==> src/rtl/piso_pkg.sv <==
// Shared types and helpers for the parallel-in/serial-out serializer.
package piso_pkg;

  typedef enum logic {
    IDLE,
    SHIFT
  } piso_state_t;

  // Bit-counter width for a given word width (at least one bit).
  function automatic int unsigned cnt_width(input int unsigned width);
    return (width > 1) ? $clog2(width) : 1;
  endfunction

endpackage

==> src/rtl/piso_serializer.sv <==
// Parallel-in/serial-out serializer with valid/ready load, per-word bit order,
// shift-enable pacing and first/last framing flags.
module piso_serializer
  import piso_pkg::*;
#(
  parameter int unsigned WIDTH      = 8,
  parameter logic        IDLE_LEVEL = 1'b1
) (
  input  logic             clk,
  input  logic             reset,
  input  logic             in_valid,
  output logic             in_ready,
  input  logic [WIDTH-1:0] in_data,
  input  logic             in_msb_first,
  input  logic             ser_en,
  output logic             ser_out,
  output logic             ser_valid,
  output logic             frame_first,
  output logic             frame_last,
  output logic             busy
);

  localparam int unsigned      CntW    = cnt_width(WIDTH);
  localparam logic [CntW-1:0]  LastCnt = CntW'(WIDTH - 1);

  piso_state_t      state_q;
  logic [WIDTH-1:0] shreg_q;
  logic [CntW-1:0]  cnt_q;
  logic             msb_first_q;
  logic             last_bit;
  logic             accept;

  assign last_bit = (state_q == SHIFT) && (cnt_q == LastCnt);
  // Ready while idle, or as the last bit retires so the next word streams gap-free.
  assign in_ready = (state_q == IDLE) || (last_bit && ser_en);
  assign accept   = in_valid && in_ready;

  always_ff @(posedge clk) begin
    if (reset) begin
      state_q     <= IDLE;
      shreg_q     <= {WIDTH{IDLE_LEVEL}};
      cnt_q       <= '0;
      msb_first_q <= 1'b1;
    end else if (accept) begin
      state_q     <= SHIFT;
      shreg_q     <= in_data;
      msb_first_q <= in_msb_first;
      cnt_q       <= '0;
    end else if ((state_q == SHIFT) && ser_en) begin
      if (last_bit) begin
        state_q <= IDLE;
        shreg_q <= {WIDTH{IDLE_LEVEL}};
        cnt_q   <= '0;
      end else begin
        if (msb_first_q) begin
          shreg_q <= {shreg_q[WIDTH-2:0], IDLE_LEVEL};
        end else begin
          shreg_q <= {IDLE_LEVEL, shreg_q[WIDTH-1:1]};
        end
        cnt_q <= cnt_q + CntW'(1);
      end
    end
  end

  // Idle and vacated positions hold IDLE_LEVEL, so the output end needs no state gating.
  assign ser_out     = msb_first_q ? shreg_q[WIDTH-1] : shreg_q[0];
  assign ser_valid   = (state_q == SHIFT);
  assign busy        = ser_valid;
  assign frame_first = ser_valid && (cnt_q == '0);
  assign frame_last  = last_bit;

endmodule

==> config.mk <==
export PLATFORM = sky130hd
export DESIGN_NAME = piso_serializer
export DESIGN_NICKNAME = d
export VERILOG_FILES = /design/src/rtl/piso_pkg.sv /design/src/rtl/piso_serializer.sv
export SDC_FILE = /design/constraint.sdc
export NUM_CORES = 1
export LEC_CHECK = 0
export ABC_CLOCK_PERIOD_IN_PS = 1880
export CORE_ASPECT_RATIO = 1.1
export CORE_MARGIN = 10
export CORE_UTILIZATION = 47
export CTS_BUF_LIST = sky130_fd_sc_hd__clkbuf_16
export DETAILED_ROUTE_END_ITERATION = 16
export GPL_TIMING_DRIVEN = 0
export HOLD_SLACK_MARGIN = 0.1
export PLACE_DENSITY_LB_ADDON = 0.2
export SETUP_SLACK_MARGIN = 0.15
export SYNTH_ARGS = -nofsm -noshare
export SYNTH_HDL_FRONTEND = slang
export SYNTH_SLANG_ARGS = --single-unit
==> constraint.sdc <==
create_clock -name clk -period 1.88 [get_ports clk]
set_clock_uncertainty 0.05 [all_clocks]
set_input_delay 0.47 -clock clk [delete_from_list [all_inputs] [get_ports clk]]
set_output_delay 0.47 -clock clk [all_outputs]
set_load 0.02 [all_outputs]
* Yosys cells after proc, flatten, opt, wreduce, memory -nomap -nowiden *
Index checks and enable logic that the tools add are counted.

storage, ports and cells
  word-level logic and storage cells = 27
  register bits after elaboration = 13
  bits of input ports = 13

cells by class
  reductions and logical operators = 11
  equality and inequality tests = 1
  add/subtract/negate cells = 1
  muxes and demuxes = 9
  bitwise operators = 1

operator list
  operator                                                        number
  8-bit 2-to-1 mux                                                4
  1-bit logical AND                                               5
  1-bit 2-to-1 mux                                                4
  2-bit nonzero test                                              2
  3-bit by 1-bit adder with 3-bit output (second input constant)  1
  3-bit equality test (second input constant)                     1
  3-bit logical NOT                                               1
  3-bit 2-to-1 mux                                                1
  2-bit AND reduction                                             1
  2-bit OR reduction                                              1
  1-bit logical OR                                                1
  1-bit NOT                                                       1

* Depth between registers and ports, before layout *
  depth after elaboration = 7
  gate-level depth with buffers = 6
  depth with buffers taken out = 6

* Least setup slack after synthesis *
No wires, ideal clock.

  path type = reg-to-output
  from = register state_q, in the netlist busy
  to = output port frame_first
  stages on the path, launching flop included = 5
  path buffers = 2
  slack = 0.252 ns
  arrival time = 1.108 ns
  cells stage by stage = dfxtp_1 > buf_6 > buf_2 > nand2_1 > nor2_1

between the ends
  word-level cells in the longest chain between the ends = 1

RTL lines
  element                 RTL line               text
  start, declared         piso_serializer.sv:26  piso_state_t state_q;
  start signal, assigned  piso_serializer.sv:40  state_q <= IDLE;
  start signal, assigned  piso_serializer.sv:45  state_q <= SHIFT;
  start signal, assigned  piso_serializer.sv:51  state_q <= IDLE;
  1-bit logical AND       piso_serializer.sv:69  assign frame_first = ser_valid && (cnt_q == '0);
  end, declared           piso_serializer.sv:18  output logic frame_first,

Every way passes these cells.

* Worst setup path in the final report *
  from = register cnt_q[1]
  to = output port in_ready

between the ends
  word-level cells in the longest chain between the ends = 4

RTL lines
  element                 RTL line               text
  start, declared         piso_serializer.sv:28  logic [CntW-1:0] cnt_q;
  start signal, assigned  piso_serializer.sv:60  cnt_q <= cnt_q + CntW'(1);
  3-bit equality test     piso_serializer.sv:33  assign last_bit = (state_q == SHIFT) && (cnt_q == LastCnt);
  1-bit logical AND       piso_serializer.sv:33
  1-bit logical AND       piso_serializer.sv:35  assign in_ready = (state_q == IDLE) || (last_bit && ser_en);
  1-bit logical OR        piso_serializer.sv:35
  end, declared           piso_serializer.sv:12  output logic in_ready,

Every way passes these cells.

==> impl_metrics.json <==
{
  "yosysWarnings": 0,
  "drt_iter0_drc": 22,
  "synthSimpleGateAreaFrac": 0.2051,
  "synth_nets": 110,
  "finish.utilization": 0.7595,
  "drv_slew": 0,
  "synth_xor_area_frac": 0,
  "pin_count": 19,
  "slowest_delay_ns": 0.35,
  "synth_area_um2": 787.0,
  "grt_overflow": 0,
  "max_slew.worst_pin.slew_ns": 0.5232,
  "final_nets": 143,
  "initial_core_util": 0.4992,
  "placed_cells": 129,
  "clock_path_buffers": 2,
  "required_ns": 1.36,
  "multi_input_area_um2": 514.2,
  "seqCellArea_um2": 271.5,
  "final_cells": 143,
  "vias_per_cell": 6.042,
  "crit_top_cell": "ha_4",
  "power.density_nw_per_um2": 763.7,
  "status": "completed",
  "synth_compound_area_frac": 0.2925,
  "clock_latency_ns": 0.24,
  "synthAdderAreaFrac": 0.04769,
  "die-area_um2": 3713,
  "cts_htree_levels": 1,
  "syn_area_per_cell_um2": 8.372,
  "critPathBufInv": 2,
  "portBuffers": 18,
  "path_clk_slew_ns": 0.04,
  "drive_above_1_share": 0.2619,
  "dr.pass1.iters": 4,
  "rows": 15,
  "antenna_left": 0,
  "grt_max_degree": 11,
  "drc": 0,
  "grt_pass1_vias": 870,
  "period_share": 0.9622,
  "cts-root-buf": "clkbuf_16",
  "crit_cells": 5,
  "cts_sinks": 13,
  "die_y_um": 62.92,
  "hold_slack_ns": 0.4553,
  "grtUsageTotal": 0.1315,
  "end_kind": "primary output",
  "synth_mux_area_frac": 0.05405,
  "core_um2": 1577,
  "cap_violations": 0,
  "synth_top_family_by_area": "compound AO/OA/AOI/OAI gates",
  "die_w_um": 59.02,
  "period_needed_ns": 1.809,
  "cp_max_fo": 5,
  "seq_area_frac_synth": 0.3307,
  "cts_hold_buf": 0,
  "grt_pass1_wl_mm": 3.967,
  "antenna_found_initial": 0,
  "synth_seq_cells": 13,
  "tns_ns": 0,
  "leakage_nw": 0.4819,
  "hp-class": "flip-flop to flip-flop",
  "setup.worst_path.class": "flip-flop to primary output",
  "post-place-ws_ns": -0.5109,
  "layout_setup_ws_ns": 0.07112,
  "worstSetupStartpointType": "flip-flop",
  "gp_congestion": 0.8081,
  "cpMaxStageDelayCell": "dfxtp_4",
  "critical-path-top-delay-family": "flip-flops",
  "relSlewSlack": 0.6512,
  "wl_mm": 2.565,
  "crit_chain": "ha_4 -> ha_4 -> a21boi_2 -> inv_2 -> buf_6",
  "max_freq_ghz": 0.5528,
  "setup_viol": 0,
  "diodes": 0,
  "via_count": 864,
  "postSynthCellCount": 94,
  "reg2regPathDepth": 7,
  "hold_depth": 2,
  "peakVddDrop_uv": 814.1,
  "cts_buffers": 3,
  "hpwl_mm": 1.580,
  "wire_per_inst_um": 17.94,
  "crit_arrival_ns": 1.29,
  "rsz0062_at_grt": "yes",
  "yosysUniqueCellTypes": 26,
  "hold_violations": 0,
  "area_delta_synth_final_pct": 52.15,
  "cts_tree": "yes",
  "fill_cells": 113
}
==> path summary, 6_finish.rpt <==
path	endpoint	slack (ns)	from
setup / recovery	in_ready	0.07	cnt_q[1]
hold / removal	shreg_q[6]	0.46	shreg_q[6]
setup reg to reg	shreg_q[7]	0.08	cnt_q[1]
hold reg to reg	shreg_q[6]	0.46	shreg_q[6]
==> layout by cell type, fill, tap and decap left out, types with 3 or more instances in the layout <==
master	instances
dfxtp_1	10
clkdlybuf4s50_1	11
a21oi_1	15
nor2b_1	7
inv_1	4
a211oi_1	5
buf_6	5
nand2_1	3
nor2_1	9
dfxtp_4	3
dlygate4sd2_1	3
buf_4	12
clkbuf_16	3
nor3_1	4
o41ai_1	6
==> timing repair <==
action                     CTS  global route
setup endpoints to repair   14            12
setup buffers                4             6
pin swaps                    2             4
resized for setup           35             6
==> worst min-delay path, stage by stage (launching register included) <==
cell and delay, ns:
dfxtp_1 0.34, a21oi_1 0.07, o41ai_1 0.06
==> flip-flops by register name (all words and copies together) (netlist names) <==
name,cells
busy,1
cnt_q,3
shreg_q,8
msb_first_q,1
==> synthesized netlist by cell type <==
cell type   n  area share
inv_1       4       0.019
a21oi_1    15       0.095
a211oi_1    6       0.057
o41ai_1     6       0.067
ha_1        3       0.048
a221o_1     2       0.025
and2_1      1      0.0080
or3_1       2       0.016
buf_4       2       0.019
nor2_1      9       0.043
clkbuf_1    1      0.0048
nand2b_1    1      0.0080
mux2_2      2       0.029
nor3b_1     1      0.0095
a21boi_0    1      0.0095
and4b_1     2       0.025
buf_2       2       0.013
dfxtp_1    13        0.33
a21boi_2    1       0.014
buf_6       1       0.014
o21ai_0     2       0.013
nor3_1      4       0.025
nor2b_1     7       0.056
mux2i_1     2       0.025
a211o_1     1       0.011
nand2_1     3       0.014
==> layout make-up <==
| class | count | area share |
|---|---|---|
| Tap cell | 17 | 0.01776 |
| Timing Repair Buffer | 28 | 0.2059 |
| Sequential cell | 13 | 0.2267 |
| Multi-Input combinational cell | 71 | 0.4295 |
| Buffer | 6 | 0.04180 |
| Clock buffer | 3 | 0.06270 |
| Inverter | 4 | 0.01254 |
| Clock inverter | 1 | 0.003135 |
==> metal layers <==
metal,global-route usage,vias up,wire (µm)
met4,0.04885,0,54
li1,-,413,-
met1,0.1299,415,1034
met5,0,-,0
met3,0.04268,8,130
met2,0.2395,28,1346
==> where the power goes <==
| group | total [mW] | internal [mW] | leakage, nW | switching [mW] |
|---|---|---|---|---|
| logic | 0.198 | 0.103 | 0.330 | 0.0950 |
| clock network | 0.401 | 0.281 | 0.0423 | 0.120 |
| registers | 0.315 | 0.296 | 0.109 | 0.0191 |
| total | 0.914 | 0.680 | 0.482 | 0.234 |
==> through the flow <==
step                power, mW  cell area, µm²
global route           0.9479            1197
detailed placement     0.4917           988.4
finish                 0.9144            1197
global placement       0.4870           988.4
CTS                    0.8889            1130
floorplan              0.4200           787.0
==> cells by family (layout without fill, tap and decap cells) <==
family,Yosys count,count (layout)
AOI/OAI and AO/OA,34,34
and+or+nand+nor,30,30
DFF,13,13
buffers and inverters,10,42
muxes,4,4
adders and majority gates,3,3
Note: power is estimated with default switching activity, not from simulation.
